File: src/rtl/pipeline_hazard_ctrl_pkg.sv
// Shared state codes and constants for the pipeline hazard controller.
package pipeline_hazard_ctrl_pkg;

   // 3-bit FSM state codes; RUN is zero so a reset controller reports 0.
   typedef enum logic [2:0] {
      HZ_RUN     = 3'd0,
      HZ_LDSTALL = 3'd1,
      HZ_FLUSH   = 3'd2,
      HZ_DRAIN   = 3'd3,
      HZ_MWAIT   = 3'd4
   } hz_state_t;

   // MemRW encoding that marks a load in the EX stage.
   localparam logic [1:0] MEMRW_LOAD = 2'b10;

   // Number of source operands checked per instruction (rs1, rs2).
   localparam int NUM_SRC = 2;

endpackage

File: src/rtl/pipeline_hazard_ctrl_match.sv
// Combinational rs1/rs2 versus destination-register compare.
// Bit 1 is rs1, bit 0 is rs2. x0 never matches, and an operand that the
// instruction does not actually read never matches.
module hazard_reg_match
   import pipeline_hazard_ctrl_pkg::*;
#(
   parameter int RA_W = 5
) (
   input  logic [RA_W-1:0]    rs1,
   input  logic [RA_W-1:0]    rs2,
   input  logic               use1,
   input  logic               use2,
   input  logic [RA_W-1:0]    wreg,
   output logic [NUM_SRC-1:0] hit
);

   logic [NUM_SRC-1:0][RA_W-1:0] rs_vec;
   logic [NUM_SRC-1:0]           use_vec;

   assign rs_vec  = {rs1, rs2};
   assign use_vec = {use1, use2};

   genvar gi;
   generate
      for (gi = 0; gi < NUM_SRC; gi++) begin : g_src
         assign hit[gi] = use_vec[gi] && (rs_vec[gi] != '0) && (rs_vec[gi] == wreg);
      end
   endgenerate

endmodule

File: src/rtl/pipeline_hazard_ctrl.sv
// Pipeline hazard controller: drives IF/ID/EX keep, nop and flush controls
// and per-operand forwarding selects for the decode stage. Handles load-use
// stalls, EX redirects, trap drain and data-memory wait with a 5-state FSM.
module pipeline_hazard_ctrl
   import pipeline_hazard_ctrl_pkg::*;
#(
   parameter int TRAP_DRAIN = 2,
   parameter int RA_W       = 5
) (
   input  logic            clk,
   input  logic            rst,
   input  logic [RA_W-1:0] id_rs1,
   input  logic [RA_W-1:0] id_rs2,
   input  logic            id_use1,
   input  logic            id_use2,
   input  logic [RA_W-1:0] ex_wreg,
   input  logic            ex_regwrite,
   input  logic            ex_load,
   input  logic [RA_W-1:0] mem_wreg,
   input  logic            mem_regwrite,
   input  logic            ex_redirect,
   input  logic            ex_trap,
   input  logic            dmem_busy,
   output logic            if_keep,
   output logic            id_keep,
   output logic            id_nop,
   output logic            if_flush,
   output logic [1:0]      fwd_ex,
   output logic [1:0]      fwd_mem,
   output logic [1:0]      fwd_load,
   output logic            trap_go,
   output logic [2:0]      state_o
);

   localparam int            CW         = $clog2(TRAP_DRAIN) + 1;
   localparam logic [CW-1:0] DRAIN_LOAD = CW'(TRAP_DRAIN - 1);
   localparam logic [CW-1:0] CNT_ONE    = CW'(1);

   hz_state_t     state_reg, state_next;
   hz_state_t     prior_reg, prior_next;   // state frozen while memory is busy
   hz_state_t     cur_state;               // state whose behaviour applies this cycle
   logic [CW-1:0] cnt_reg, cnt_next;
   logic [1:0]    fwd_load_reg, fwd_load_next;

   logic [1:0]    ex_hit, mem_hit;
   logic [1:0]    ex_fwd_raw, mem_fwd_raw;
   logic [1:0]    lu_bits;
   logic          load_use;
   logic          fwd_en;

   hazard_reg_match #(.RA_W(RA_W)) u_ex_match (
      .rs1  (id_rs1),
      .rs2  (id_rs2),
      .use1 (id_use1),
      .use2 (id_use2),
      .wreg (ex_wreg),
      .hit  (ex_hit)
   );

   hazard_reg_match #(.RA_W(RA_W)) u_mem_match (
      .rs1  (id_rs1),
      .rs2  (id_rs2),
      .use1 (id_use1),
      .use2 (id_use2),
      .wreg (mem_wreg),
      .hit  (mem_hit)
   );

   // EX result beats MEM result; a load in EX cannot forward yet (load-use).
   assign ex_fwd_raw  = ex_hit  & {2{ex_regwrite & ~ex_load}};
   assign mem_fwd_raw = mem_hit & {2{mem_regwrite}} & ~ex_fwd_raw;
   assign lu_bits     = ex_hit  & {2{ex_load & ex_regwrite}};
   assign load_use    = |lu_bits;

   // State register, drain counter and latched load-forward bits.
   always_ff @(posedge clk) begin
      if (!rst) begin
         state_reg    <= HZ_RUN;
         prior_reg    <= HZ_RUN;
         cnt_reg      <= '0;
         fwd_load_reg <= '0;
      end else begin
         state_reg    <= state_next;
         prior_reg    <= prior_next;
         cnt_reg      <= cnt_next;
         fwd_load_reg <= fwd_load_next;
      end
   end

   // Next-state and control outputs, highest-priority condition first.
   always_comb begin
      state_next    = state_reg;
      prior_next    = prior_reg;
      cnt_next      = cnt_reg;
      fwd_load_next = fwd_load_reg;
      if_keep       = 1'b0;
      id_keep       = 1'b0;
      id_nop        = 1'b0;
      if_flush      = 1'b0;
      trap_go       = 1'b0;
      fwd_en        = 1'b0;
      fwd_load      = 2'b00;
      fwd_ex        = 2'b00;
      fwd_mem       = 2'b00;
      state_o       = state_reg;

      // Once busy drops, MWAIT behaves exactly like the state it froze.
      cur_state = (state_reg == HZ_MWAIT) ? prior_reg : state_reg;

      if (dmem_busy) begin
         if_keep    = 1'b1;
         id_keep    = 1'b1;
         state_next = HZ_MWAIT;
         if (state_reg != HZ_MWAIT) begin
            prior_next = state_reg;
         end
      end else begin
         case (cur_state)
            HZ_DRAIN: begin
               // Front end held until the drain count expires; redirects
               // and load-use are irrelevant while draining.
               if_keep = 1'b1;
               id_nop  = 1'b1;
               if (cnt_reg == '0) begin
                  trap_go    = 1'b1;
                  if_flush   = 1'b1;
                  state_next = HZ_RUN;
               end else begin
                  cnt_next   = cnt_reg - CNT_ONE;
                  state_next = HZ_DRAIN;
               end
            end
            default: begin
               if (ex_trap) begin
                  id_nop        = 1'b1;
                  if_keep       = 1'b1;
                  cnt_next      = DRAIN_LOAD;
                  fwd_load_next = 2'b00;
                  state_next    = HZ_DRAIN;
               end else if (ex_redirect) begin
                  // ID is squashed, so any load-use on it is moot.
                  if_flush      = 1'b1;
                  id_nop        = 1'b1;
                  fwd_load_next = 2'b00;
                  state_next    = HZ_FLUSH;
               end else if (cur_state == HZ_FLUSH) begin
                  state_next = HZ_RUN;
               end else if (load_use) begin
                  if_keep       = 1'b1;
                  id_nop        = 1'b1;
                  fwd_load_next = lu_bits;
                  state_next    = HZ_LDSTALL;
               end else begin
                  fwd_en = 1'b1;
                  if (cur_state == HZ_LDSTALL) begin
                     fwd_load = fwd_load_reg;
                  end
                  fwd_load_next = 2'b00;
                  state_next    = HZ_RUN;
               end
            end
         endcase
      end

      // Forwarding only matters for an instruction that actually advances.
      if (fwd_en && !(id_nop || if_flush || id_keep)) begin
         fwd_ex  = ex_fwd_raw;
         fwd_mem = mem_fwd_raw;
      end else begin
         fwd_load = 2'b00;
      end

      // Reset forces every output idle regardless of inputs.
      if (!rst) begin
         if_keep  = 1'b0;
         id_keep  = 1'b0;
         id_nop   = 1'b0;
         if_flush = 1'b0;
         trap_go  = 1'b0;
         fwd_ex   = 2'b00;
         fwd_mem  = 2'b00;
         fwd_load = 2'b00;
         state_o  = 3'(HZ_RUN);
      end
   end

endmodule
File: config.mk
export PLATFORM = sky130hd
export DESIGN_NAME = pipeline_hazard_ctrl
export DESIGN_NICKNAME = d
export VERILOG_FILES = /design/src/rtl/pipeline_hazard_ctrl_pkg.sv /design/src/rtl/pipeline_hazard_ctrl_match.sv /design/src/rtl/pipeline_hazard_ctrl.sv
export SDC_FILE = /design/constraint.sdc
export NUM_CORES = 1
export LEC_CHECK = 0
export BUFFER_PORTS_ARGS = -buffer_cell sky130_fd_sc_hd__buf_4
export CORE_UTILIZATION = 40
export CTS_CLUSTER_DIAMETER = 30
export DETAILED_ROUTE_END_ITERATION = 8
export GPL_TIMING_DRIVEN = 0
export PLACE_DENSITY = 0.69
export SLEW_MARGIN = 30
export SYNTH_ARGS = -nofsm -noshare
export SYNTH_HDL_FRONTEND = slang
export SYNTH_HIERARCHICAL = 1
export SYNTH_SLANG_ARGS = --single-unit
File: constraint.sdc
create_clock -name clk -period 3.55 [get_ports clk]
set_input_delay 0.1775 -clock clk [delete_from_list [all_inputs] [get_ports clk]]
set_output_delay 0.1775 -clock clk [all_outputs]
set_load 0.005 [all_outputs]
==> impl_results.rst <==
.. list-table::
   :header-rows: 1

   * - Metric
     - Value
   * - Required time at the endpoint of the critical path
     - 3.37 ns
   * - Largest cells by area after synthesis
     - dfxtp_1 21%, xnor2_1 9.1%, xor2_1 5.4%, nand2_1 4.7%, nor2_1 4.3%
   * - Top post-synthesis cells by count
     - 12 x nand2_1, 11 x nor2_1, 10 x dfxtp_1, 10 x inv_1, 10 x xnor2_1
   * - Worst Hold Depth
     - 3
   * - Cell-internal power
     - 0.000231 W
   * - Antenna cells
     - 0
   * - Wire length of the first global-routing pass
     - 4320 um
   * - Half-perimeter wire length after detailed placement
     - just over 2000 um
   * - Max capacitance violation total
     - 0
   * - Overall die width
     - 51.1 um
   * - Vias in the first global route
     - 1020
   * - Data arrival time of the worst path
     - 1.92 ns
   * - Setup slack on the worst flop-to-flop path
     - 1.97 ns
   * - Total wire length after detailed routing
     - 2470 um
   * - Mean post-synth cell area
     - 7.42 sq um
   * - Combined area of all synthesized cells
     - 965 sq um
   * - Critical path endpoint category
     - output pin
   * - Most frequent cell after synthesis
     - nand2_1
   * - Power Density
     - 238 nW/um^2
   * - Core footprint
     - 2230 sq um
   * - CTS tree
     - yes
   * - Combinational share of power
     - between 30% and 40%
   * - Total of fill cells in the finished design
     - 211
   * - Initial antenna violation count
     - 0
   * - Global Route Usage Sum
     - 21.8%
   * - TritonCTS sink count
     - 10
   * - Critical path type
     - in -> out
   * - Startpoint of the worst-slack reg-to-reg timing path
     - state_reg[0]
   * - Power share of the clock group
     - about a third
   * - # IOs
     - 44
   * - Share of layout cells above drive strength 1
     - 30.5%
   * - Slew at the pin closest to its max-slew limit
     - around 0.44 ns
   * - Unrepaired setup endpoints after global routing
     - false
   * - Detailed-route DRC error count
     - 0
   * - Tot Pwr
     - 0.000324 W
   * - Cell row count
     - 17
   * - Sum Neg Setup Slack
     - 0 ns
   * - Launching element type of the critical path
     - input pin
   * - Total placed instance area
     - roughly 1300 sq um
   * - Inserted Clock Buffers
     - 3
   * - Switching power
     - 0.0000930 W
   * - Post-route design area
     - approximately 1400 sq um
   * - Slew Limit Fails
     - 0
   * - Quantity of gates resized following cts
     - 0
   * - Worst reg2reg endpoint
     - cnt_reg[0]
   * - Leakage power summed over all cells
     - 0.566 nW
   * - Number of buffers inserted for hold repair after clock tree synthesis
     - 0
   * - Count of yosys warnings during synthesis
     - 6
   * - Maximum number of buffers from clock root to sink
     - 2
   * - Vias per cell
     - 5.19
   * - Maximum fanout count along the critical path
     - 4
   * - First-iteration detailed-routing DRC count
     - 13
   * - GRT overflow
     - 0
   * - Initial Utilization
     - 43.2%
   * - Latest clock arrival within the worst-skew pair
     - about 0.26 ns
   * - Result of the run
     - finished clean
   * - Clock transition at path regs
     - 0.07 ns
   * - Endpoint with the worst hold slack
     - cnt_reg[1]
   * - VDD IR-drop max
     - 0.000162 V
   * - H-Tree Level Count
     - 1
   * - Synth area leader
     - dfxtp_1
   * - Portion of synthesized cell area occupied by the leading cell type
     - 20.8%
   * - Number of setup buffers added after CTS
     - 0
   * - Setup clock skew after layout
     - 0.000232 ns
   * - Number of register bits inferred by synthesis
     - 10
   * - First-pass iteration count of the detailed router
     - 4
   * - Switching power share of the total
     - 28.7%
   * - Number of hold violations in the final report
     - 0
   * - Area growth syn-to-layout
     - 40.9%
   * - Vert. Die Dim
     - 51.1 um
   * - Cell at the root of the clock tree
     - clkbuf_4
   * - Vias
     - 1063
   * - Synth Net Count
     - 161
   * - Most frequently used flop master after synthesis
     - dfxtp_1
   * - Maximum number of pins on one net before global-route repair
     - 11
   * - Final critical-path share of the clock period
     - 59.0%
   * - Number of nets with antenna violations after detailed routing
     - 0
   * - Number of enable-type register cells in the synthesized netlist
     - 0
   * - Worst min-delay path category
     - in -> reg
   * - # setup viols final
     - 0
   * - Count of port buffers added during placement
     - 43
   * - Floorplan die area
     - 2610 sq um
   * - Wire length per cell
     - ~12 um
   * - Fraction of the yosys area taken by sequential cells
     - just over 20%
   * - Time the final worst path needs with I/O delays and setup
     - 2.10 ns
   * - Final nets
     - 209
   * - Proportion of register bits with asynchronous set or reset after synthesis
     - 0%
   * - Peak clock frequency supported by timing
     - 0.477 GHz
   * - Count of different cell masters after synthesis
     - 39
   * - Number of instances in the synthesized netlist
     - 130
   * - Routability-driven placement congestion ratio
     - 0.763
   * - Max-slew headroom
     - 70.9%
   * - Relative contribution of sequential cells to total power
     - 37.0%
   * - Depth of the worst register-to-register path
     - 5
   * - Launch point of the worst hold path
     - dmem_busy
layer usage:
layer	vias to the layer above	GRT usage [%]	part of all wire, %	wire length, um
met4	0	4.17	0.49	12
li1	560	-	-	-
met1	475	27.1	47	1170
met2	26	37.5	48	1190
met5	-	0	0	0
met3	2	5.65	3.9	96
logic make-up after synthesis:
group,Yosys count,share of synthesized area [%]
flops,10,20.8
mux,2,2.08
fa+ha+maj,1,1.30
buf+inv,13,5.06
compound gates,28,22.8
simple gates,60,33.5
xor+xnor,16,14.5
metrics by stage:
step	hold WS, ns	std cells	util, %	setup slack [ns]
3_3_place_gp	0.440	201	59.2	1.46
2_1_floorplan	0.347	130	-	1.90
4_1_cts	0.232	205	60.8	1.42
6_report	0.240	205	60.8	1.45
3_5_place_dp	0.454	201	59.2	1.43
5_1_grt	0.232	205	60.8	1.25
cell usage in the layout (no fill, tap or decap), drive strengths merged, types with 3 or more instances in the layout:
cell | synthesis | routed
a21oi | 5 | 5
and2 | 5 | 5
and3 | 4 | 4
buf | 0 | 43
clkbuf | 3 | 7
dfxtp | 10 | 10
inv | 10 | 10
nand2 | 12 | 12
nand3 | 4 | 4
nor2 | 11 | 11
nor2b | 3 | 3
nor3 | 6 | 6
o21ai | 5 | 5
or2 | 3 | 3
xnor2 | 10 | 10
xor2 | 6 | 6
area by class of cell:
type                            instances  area, sq um  share of cell area (%)
Timing Repair Buffer                   43          323                    23.8
Multi-Input combinational cell        107          716                    52.7
Inverter                               10         37.5                    2.76
Clock buffer                            4         36.3                    2.67
Tap cell                               28         35.0                    2.58
Sequential cell                        10          200                    14.7
Buffer                                  3         11.3                   0.829
power groups by stage:
stage / Sequential (W) / Clock, W / Combinational, W
after detailed placement: 0.000122 / 0 / 0.000100
after global routing: 0.000120 / 0.000115 / 0.000112
after CTS: 0.000120 / 0.000106 / 0.000100
final: 0.000120 / 0.000104 / 0.000100
after floorplan: 0.000121 / 0 / 0.0000498
after global placement: 0.000122 / 0 / 0.0000967
worst max-delay path: stages:
cell	delay, ns
buf_4	0.13
nor4_1	0.27
o21ai_0	0.14
and4_1	0.22
o211ai_1	0.22
nand3_1	0.17
nor3_1	0.25
nor3b_1	0.21
buf_4	0.14
worst max-delay path by stage:
stage / slack [ns] / endpoint / start / cells after the start
2_1_floorplan: 1.90 / if_keep / ex_wreg[1] / 7
3_3_place_gp: 1.46 / fwd_load[1] / id_rs2[0] / 9
3_5_place_dp: 1.43 / if_keep / ex_wreg[3] / 9
4_1_cts: 1.42 / if_keep / ex_wreg[3] / 9
5_1_grt: 1.25 / if_keep / ex_wreg[2] / 9
6_report: 1.45 / fwd_load[1] / id_rs2[0] / 9
(Power assumes the default switching activity.)
